**config.mk**
```make
export PLATFORM = sky130hd
export DESIGN_NAME = custom_power_unit
export DESIGN_NICKNAME = d
export VERILOG_FILES = /design/src/rtl/custom_power_unit.sv
export SDC_FILE = /design/constraint.sdc
export NUM_CORES = 2
export LEC_CHECK = 0
export CORE_MARGIN = 4
export CORE_UTILIZATION = 65
export DETAILED_ROUTE_END_ITERATION = 10
export DONT_BUFFER_PORTS = 1
export PLACE_DENSITY = 0.86
export SLEW_MARGIN = 5
export SYNTH_ARGS = -nofsm -noshare
export SYNTH_HDL_FRONTEND = slang
export SYNTH_SLANG_ARGS = --single-unit
export TNS_END_PERCENT = 20
```
**constraint.sdc**
```tcl
create_clock -name clk -period 8.34 [get_ports clk]
set_clock_uncertainty 0.05 [all_clocks]
set_input_delay 0.834 -clock clk [delete_from_list [all_inputs] [get_ports clk]]
set_output_delay 0.834 -clock clk [all_outputs]
set_load 0.02 [all_outputs]
```
**src/rtl/custom_power_unit.sv**
```systemverilog
// -----------------------------------------------------------------------------
// custom_power_unit
//
// Bus-mapped exponentiation engine. Software writes an operand to offset 0x00
// and the unit computes operand^EXP mod 2^(2*WIDTH) by repeated
// multiplication, one multiply per clock. Accesses that depend on the
// running computation (0x00 write, 0x00/0x08 read) are stalled through `ack`
// until the unit is idle again. After reset EXP=3, so offset 0x00 behaves
// as a cube unit.
//
// Register map (word offsets inside the 32-byte block at BASE_ADDR):
//   0x00  W: start with operand data_in[WIDTH-1:0]   R: result[31:0]
//   0x04  RW: exponent [EXP_BITS-1:0], reset 3
//   0x08  R: result[63:32] (zero-extended when 2*WIDTH < 64)
//   0x0C  R: {ovf, done, busy}   W: write-1-to-clear done (bit1), ovf (bit2)
//   0x10-0x1C  read 0, writes ignored
//
// Parameters:
//   WIDTH      operand width, 1..32; result is 2*WIDTH bits
//   EXP_BITS   exponent register width
//   BASE_ADDR  byte address of offset 0x00, 32-byte aligned
//
// Ports:
//   clk       rising-edge clock
//   rst_n     asynchronous active-low reset
//   strobe    bus access pending; adr/we/data_in stable until ack
//   we        1 = write, 0 = read
//   adr       byte address
//   data_in   write data
//   ack       access completes this cycle
//   data_out  read data (combinational mux on the word offset)
//
// Build option:
//   CUSTOM_POWER_OVF_EN  when defined, STATUS.ovf is sticky-set whenever a
//                        multiply discards non-zero upper product bits.
//                        When undefined no overflow logic exists and
//                        STATUS bit2 always reads 0.
// -----------------------------------------------------------------------------
module custom_power_unit #(
  parameter int          WIDTH     = 32,
  parameter int          EXP_BITS  = 4,
  parameter logic [31:0] BASE_ADDR = 32'hA016_0000
) (
  input  logic        clk,
  input  logic        rst_n,
  input  logic        strobe,
  input  logic        we,
  input  logic [31:0] adr,
  input  logic [31:0] data_in,
  output logic        ack,
  output logic [31:0] data_out
);

  localparam int RW = 2 * WIDTH;   // result / accumulator width
  localparam int PW = 3 * WIDTH;   // full acc*op product width

  typedef enum logic {
    S_IDLE = 1'b0,
    S_RUN  = 1'b1
  } state_t;

  localparam logic [2:0] OFF_OPERAND = 3'd0;
  localparam logic [2:0] OFF_EXP     = 3'd1;
  localparam logic [2:0] OFF_RES_HI  = 3'd2;
  localparam logic [2:0] OFF_STATUS  = 3'd3;

  state_t               r_state;
  state_t               w_state_next;
  logic [RW-1:0]        r_acc;
  logic [RW-1:0]        r_result;
  logic [WIDTH-1:0]     r_op;
  logic [EXP_BITS-1:0]  r_cnt;
  logic [EXP_BITS-1:0]  r_exp;
  logic                 r_done;
  logic                 w_ovf;
  logic [RW-1:0]        w_acc_next;

  // ---------------------------------------------------------------------------
  // Address decode
  // ---------------------------------------------------------------------------
  logic       w_match;
  logic [2:0] w_off;
  logic       w_sel;
  logic       w_busy;
  logic       w_stall;
  logic       w_start;
  logic       w_step;
  logic       w_finish;
  logic       w_exp_wr;
  logic       w_status_wr;

  assign w_match = (adr[31:5] == BASE_ADDR[31:5]);
  assign w_off   = adr[4:2];
  assign w_sel   = strobe && w_match;

  // Byte-lane bits of the address and write-data bits above the operand
  // width carry no meaning for this block.
  logic w_unused;
  assign w_unused = &{1'b0, adr[1:0], data_in};

  // ---------------------------------------------------------------------------
  // FSM: state register
  // ---------------------------------------------------------------------------
  // NOTE: sequential state is assigned with <= so every flop samples the
  // pre-edge values of its inputs, independent of block ordering.
  always_ff @(posedge clk or negedge rst_n) begin
    if (!rst_n) begin
      r_state <= S_IDLE;
    end else begin
      r_state <= w_state_next;
    end
  end

  // ---------------------------------------------------------------------------
  // FSM: next-state logic
  // ---------------------------------------------------------------------------
  // NOTE: the default assignment first keeps every path driven, so no latch
  // is inferred when a branch leaves the signal untouched.
  always_comb begin
    w_state_next = r_state;
    case (r_state)
      S_IDLE:  if (w_start)      w_state_next = S_RUN;
      S_RUN:   if (r_cnt == '0)  w_state_next = S_IDLE;
      default:                   w_state_next = S_IDLE;
    endcase
  end

  // ---------------------------------------------------------------------------
  // FSM: outputs and strobes
  // ---------------------------------------------------------------------------
  always_comb begin
    w_busy      = (r_state == S_RUN);
    // Only accesses that touch the operand/result wait for the engine.
    w_stall     = w_sel && w_busy &&
                  (( we && (w_off == OFF_OPERAND)) ||
                   (!we && ((w_off == OFF_OPERAND) || (w_off == OFF_RES_HI))));
    ack         = strobe && !w_stall;
    // A stalled 0x00 write falls through here on the first IDLE cycle, so
    // back-to-back operations restart without a bubble.
    w_start     = w_sel && we && (w_off == OFF_OPERAND) && !w_busy;
    w_step      = w_busy && (r_cnt != '0);
    w_finish    = w_busy && (r_cnt == '0);
    w_exp_wr    = w_sel && we && (w_off == OFF_EXP);
    w_status_wr = w_sel && we && (w_off == OFF_STATUS);
  end

  // ---------------------------------------------------------------------------
  // Multiplier and optional overflow tracking
  // ---------------------------------------------------------------------------
`ifdef CUSTOM_POWER_OVF_EN
  logic [PW-1:0] w_prod;
  logic          r_ovf;

  assign w_prod     = PW'(r_acc) * PW'(r_op);
  assign w_acc_next = w_prod[RW-1:0];

  // Sticky until the next start or a W1C; a set on the same edge as a W1C
  // wins so the flag is never lost.
  always_ff @(posedge clk or negedge rst_n) begin
    if (!rst_n) begin
      r_ovf <= 1'b0;
    end else if (w_start) begin
      r_ovf <= 1'b0;
    end else if (w_step && (|w_prod[PW-1:RW])) begin
      r_ovf <= 1'b1;
    end else if (w_status_wr && data_in[2]) begin
      r_ovf <= 1'b0;
    end
  end

  assign w_ovf = r_ovf;
`else
  // Truncating multiply: only the low 2*WIDTH bits are ever needed.
  assign w_acc_next = r_acc * RW'(r_op);
  assign w_ovf      = 1'b0;
`endif

  // ---------------------------------------------------------------------------
  // Datapath and software-visible registers
  // ---------------------------------------------------------------------------
  always_ff @(posedge clk or negedge rst_n) begin
    if (!rst_n) begin
      r_acc    <= '0;
      r_cnt    <= '0;
      r_op     <= '0;
      r_result <= '0;
      r_done   <= 1'b0;
      r_exp    <= EXP_BITS'(3);
    end else begin
      if (w_start) begin
        r_acc <= RW'(1);
        r_cnt <= r_exp;
        r_op  <= data_in[WIDTH-1:0];
      end else if (w_step) begin
        r_acc <= w_acc_next;
        r_cnt <= r_cnt - 1'b1;
      end

      if (w_finish) begin
        r_result <= r_acc;
      end

      // Completion beats a simultaneous W1C.
      if (w_start) begin
        r_done <= 1'b0;
      end else if (w_finish) begin
        r_done <= 1'b1;
      end else if (w_status_wr && data_in[1]) begin
        r_done <= 1'b0;
      end

      // Exponent is sampled at start, so a write while busy only affects
      // the next operation.
      if (w_exp_wr) begin
        r_exp <= data_in[EXP_BITS-1:0];
      end
    end
  end

  // ---------------------------------------------------------------------------
  // Read mux
  // ---------------------------------------------------------------------------
  logic [63:0] w_result64;
  assign w_result64 = 64'(r_result);

  always_comb begin
    data_out = '0;
    if (w_match) begin
      case (w_off)
        OFF_OPERAND: data_out = w_result64[31:0];
        OFF_EXP:     data_out = 32'(r_exp);
        OFF_RES_HI:  data_out = w_result64[63:32];
        OFF_STATUS:  data_out = {29'd0, w_ovf, r_done, w_busy};
        default:     data_out = '0;
      endcase
    end
  end

endmodule

```
# Word level (Yosys, flattened, before mapping)
# Cells that the tools add are included.
# W data, S select, Z words.
[classes]
bitwise = 1
add_sub_neg = 1
n_mul = 1
reduce_logical = 24
mux = 12
n_eq_ne = 4
[op_table]
columns = ["op", "n"]
rows = [
  ["$mux W64", 2],
  ["$pmux W32 S4", 1],
  ["$mul A64 B32 Y64", 1],
  ["$mux W32", 1],
  ["$eq A27 B27 Y1 const B", 1],
  ["$logic_and A1 B1 Y1", 14],
  ["$mux W4", 2],
  ["$eq A3 B2 Y1 const B", 2],
  ["$mux W1", 5],
  ["$logic_not A4 Y1", 1],
  ["$reduce_bool A4 Y1", 1],
  ["$sub A4 B1 Y4 const B", 1],
  ["$eq A3 B1 Y1 const B", 1],
  ["$logic_not A1 Y1", 3],
  ["$logic_not A3 Y1", 1],
  ["$reduce_bool A3 Y1", 1],
  ["$logic_or A1 B1 Y1", 2],
  ["$pmux W1 S2", 1],
  ["$reduce_bool A2 Y1", 1],
  ["$not A1 Y1", 1],
]
[word_totals]
elab_cells = 50
ff_bits = 170
in_bits = 68
out_inout_bits = 33

# Depth between registers and ports, before layout
[depth]
depth_word = 8
ltp_mapped = 26
depth_no_buf = 24

# Least setup slack after synthesis
# OpenSTA, ideal clock, no wires.
[synth_timing]
kind = "register to register"
start = "register r_op[2]"
end = "register r_acc[63]"
n_path_buf = 3
required_ns = 8.158
t_arrival_ns = 7.014
synth_period_minus_slack_ns = 7.196
setup_ns = 0.132
path_slack_ns = 1.144
stages_incl_launch_ff = 26
path_cell_list = "dfrtp_1 clkbuf_1 clkbuf_1 nand2_1 fa_1 inv_1 fa_1 inv_1 fa_1 fa_1 inv_1 fa_1 fa_1 fa_1 fa_1 ha_1 clkbuf_1 a211oi_1 o211ai_1 a21bo_2 a221o_1 a311oi_1 o21a_1 o21ai_1 xnor2_1 o21ai_1"
[synth_between]
elab_chain_cells = 3
[synth_lines]
columns = ["item", "line", "rtl"]
rows = [
  ["from (decl)", "71", "logic [WIDTH-1:0] r_op;"],
  ["from (signal assigned)", "193", "r_op <= data_in[WIDTH-1:0];"],
  ["$mul A64 B32 Y64", "174", "assign w_acc_next = r_acc * RW'(r_op);"],
  ["$mux W64", "194", "end else if (w_step) begin"],
  ["$mux W64", "190", "if (w_start) begin"],
  ["to (signal assigned)", "195", "r_acc <= w_acc_next;"],
  ["to (decl)", "69", "logic [RW-1:0] r_acc;"],
]
# Every way passes these cells. The select of a mux whose other input is x is not followed.
# A chain may end at the register's enable or synchronous reset.

# Worst setup path in the final report
[layout_timing]
start = "register r_op[21]"
end = "register r_acc[62]"
# Same word-level chain as after synthesis.

==> key figures <==
Drt
  • DR vias/cell: 6.00
  • Detail Route Antenna Nets: 0
  • DRC errors left: 0
  • First-pass DRT Iterations: 6
  • Initial DRC count: 3,366
  • Via Count: 40,200
  • Routed len/inst: 21.9 um
  • Final WL: 147,000 um

Clocking
  • Root Driver: clkbuf_16
  • CTS Hold Bufs: 0
  • TritonCTS buffer count: 17
  • Clk Latency, worst-skew pair: 0.46 ns
  • Post-CTS setup buffers: 0
  • Resize count post-CTS: 0
  • CTS tree: built
  • Sink Count: 170
  • Clk pin slew, worst setup/hold paths: 0.08 ns
  • Max clock buf depth: 2
  • H-tree levels: 4

Finish
  • Area added between synthesis and finish: 3.87%
  • Commonest non-fill, non-tap cells in the layout: 1,368 x fa_1, 1,302 x inv_1, 1,137 x nand2_1, 597 x and2_1, 157 x ha_1
  • Commonest non-fill, non-tap cell in the layout: fa_1
  • Fill cells: 5,774
  • Share of cells above drive strength 1: 5.62%
  • Nets: 7,216
  • Design area: 55,100 um^2

Place
  • Placer congestion estimate: 0.983
  • PortBufs: 0
  • Post-DP Area: 54,400 um^2
  • DP HPWL: 117,000 um

Power
  • Switching share of power: 25.0%
  • Leak: 29.0 nW
  • Worst VDD drop: 0.155 mV
  • Total power: 1.67 mW
  • Logic pwr share: 0.4%
  • Flop pwr share: 49.2%
  • Power density cells: 30.4 nW/um^2
  • Pint: 1.26 mW
  • Clk pwr share: 50.4%
  • Psw: 419 uW

Floorplan
  • Core ar.: 80,700 um^2
  • Initial Utilization: 65.7%
  • Num rows: 104
  • I/O Pins: 101
  • Die height: 294 um
  • Die Area: 86,200 um^2
  • Die W: 294 um

Worst hold path
  • HP Class: input port to asynchronous set/reset pin

Yosys
  • Netlist cell types: 78
  • Flops & latches, synth: 170
  • Post-synth ARST share: 100%
  • Synth Flop Type: dfrtp_1
  • Synth Warn #: 0
  • EDFF count, synth: 0
  • Mapped Area: 53,000 um^2
  • Syn Inst Count: 5,822
  • Syn_nets: 7,415
  • Avg Inst Size Synth: 9.11 um^2
  • Sequential share of the synthesized area: 8.03%

Critical path
  • Kind of critical path: flop to flop
  • Worst setup SP type: flop
  • Critical path fanouts, max: 24
  • CP Data Arrival Time: 8.44 ns
  • Worst R2R Start: r_op[21]
  • Critical Path RT: 8.68 ns
  • Crit path from: r_op[21]
  • Worst setup EP type: flop

GRT
  • Number of antenna violations at the first check in global routing: 8
  • Gr usage total: 36.0%
  • Largest net degree at the start of global routing: 171
  • Grt ovf: 0
  • Number of global-route vias before repair: 45,200
  • First-pass GRT wire length: 241,000 um

STA
  • Period utilisation layout: 97.1%
  • Final Setup Violations: 0
  • Peak Freq: 123 MHz
  • Min Tclk post-route: 8.10 ns
  • Worst relative slew slack: 14.9%
  • Setup TNS: 0 ns
  • RSZ-0062 raised after global routing: false
  • Slew Viols, Final: 0
  • Fin. Hold Viols: 0
  • Measured slew at the worst slew-check pin: 1.28 ns
  • Hold slack: 0.0227 ns

Status
  • Status: completed

Flow run
  • Max_cap viols: 0
[critical path, stage by stage, from the launching register on]
cell and delay (ns):
dfrtp_1 1.09, buf_4 0.28, buf_4 0.23, nand2_1 0.10
fa_1 0.52, inv_1 0.05, fa_1 0.48, inv_1 0.06
fa_1 0.48, fa_1 0.55, inv_1 0.06, fa_1 0.51
fa_1 0.43, fa_1 0.59, fa_1 0.46, ha_1 0.42
nand2_1 0.10, nor2_1 0.31, a31oi_1 0.13, o21ai_0 0.17
a31oi_1 0.09, o21ai_0 0.10, a21oi_1 0.13, or4_1 0.51
nand4_1 0.09
[metal layers]
metal,share of wire (%),up-vias,track usage [%]
met1,34,20600,45.5
li1,-,16300,-
met3,12,690,8.81
met5,0.047,-,0
met4,6.0,12,18.4
met2,48,2691,58.5
[final timing paths]
path,cells after the start,to,slack [ns]
max in group asynchronous,0,r_op[20],7.73
max reg2reg,24,r_acc[62],0.24
min,0,r_exp[2],0.02
max,24,r_acc[62],0.24
min in group clk,2,r_op[29],0.43
min reg2reg,2,r_op[24],0.45
[Yosys cell counts (3+ instances only)]
cell,n,area [um^2]
o21ai_1,17,85.1
ha_1,157,1960
a211o_1,4,35.0
and3_1,12,75.1
buf_1,8,30.0
nand2_1,1138,4270
nor4b_1,4,35.0
a21oi_2,3,26.3
clkbuf_1,366,1370
o31ai_1,3,22.5
xnor2_1,75,657
nand4_1,22,138
buf_2,8,40.0
mux2_2,68,766
o31a_1,3,26.3
a21o_1,30,225
a211oi_1,8,60.1
nor4_1,7,43.8
o21bai_1,12,90.1
mux2i_1,31,310
a31oi_1,14,87.6
or4_1,3,22.5
nor3_1,18,90.1
fa_1,1368,27400
o211ai_1,6,45.0
nand2b_1,5,31.3
a22o_1,4,35.0
dfrtp_1,168,4200
nor2_1,69,259
inv_1,1302,4890
nand3_1,29,145
nor2b_1,12,75.1
o21ai_0,65,325
and2_1,597,3730
o21a_1,8,60.1
a21oi_1,85,425
or3_1,6,37.5
xor2_1,38,333
[registers in the layout, summed over array words and instances (netlist names)]
| signal | flops |
|---|---|
| r_result | 64 |
| r_exp | 4 |
| r_state | 1 |
| r_op | 32 |
| r_cnt | 4 |
| r_acc | 64 |
| r_done | 1 |
[logic make-up after synthesis]
kind of cell / synth area share [%]
multiplexers: 2.11
XOR/XNOR: 1.87
AO/OA/AOI/OAI: 3.55
AND/OR/NAND/NOR: 17.1
buffers and inverters: 12.0
flip-flops: 8.03
adder cells (fa/ha/maj): 55.4
[through the flow]
step	setup WS, ns	std cells	utilization [%]
after global routing	0.0000835	6698	68.2
after CTS	0.286	6696	68.2
after floorplan	1.14	5822	-
after global placement	0.430	6664	67.5
after detailed placement	0.331	6664	67.5
final	0.238	6705	68.3
[power by group through the flow]
stage / clock [mW] / sequential, mW / combinational (mW)
5_1_grt: 0.877 / 0.823 / 0.00629
6_report: 0.844 / 0.823 / 0.00597
2_1_floorplan: 0 / 0.840 / 0.00987
4_1_cts: 0.840 / 0.824 / 0.00605
3_3_place_gp: 0 / 0.840 / 0.00582
3_5_place_dp: 0 / 0.840 / 0.00600
[area by class of cell]
| class | instances | area [um^2] | area share (%) |
|---|---|---|---|
| diodes | 9 | 22.5 | 0.0409 |
| inverters | 1302 | 4890 | 8.87 |
| flip-flops and latches | 170 | 4310 | 7.82 |
| repair buffers | 165 | 1520 | 2.76 |
| clock buffers | 19 | 433 | 0.786 |
| well taps | 1060 | 1330 | 2.41 |
| multi-input cells | 3967 | 42400 | 77.0 |
| clock inverters | 13 | 156 | 0.284 |
(Power assumes the default switching activity.)
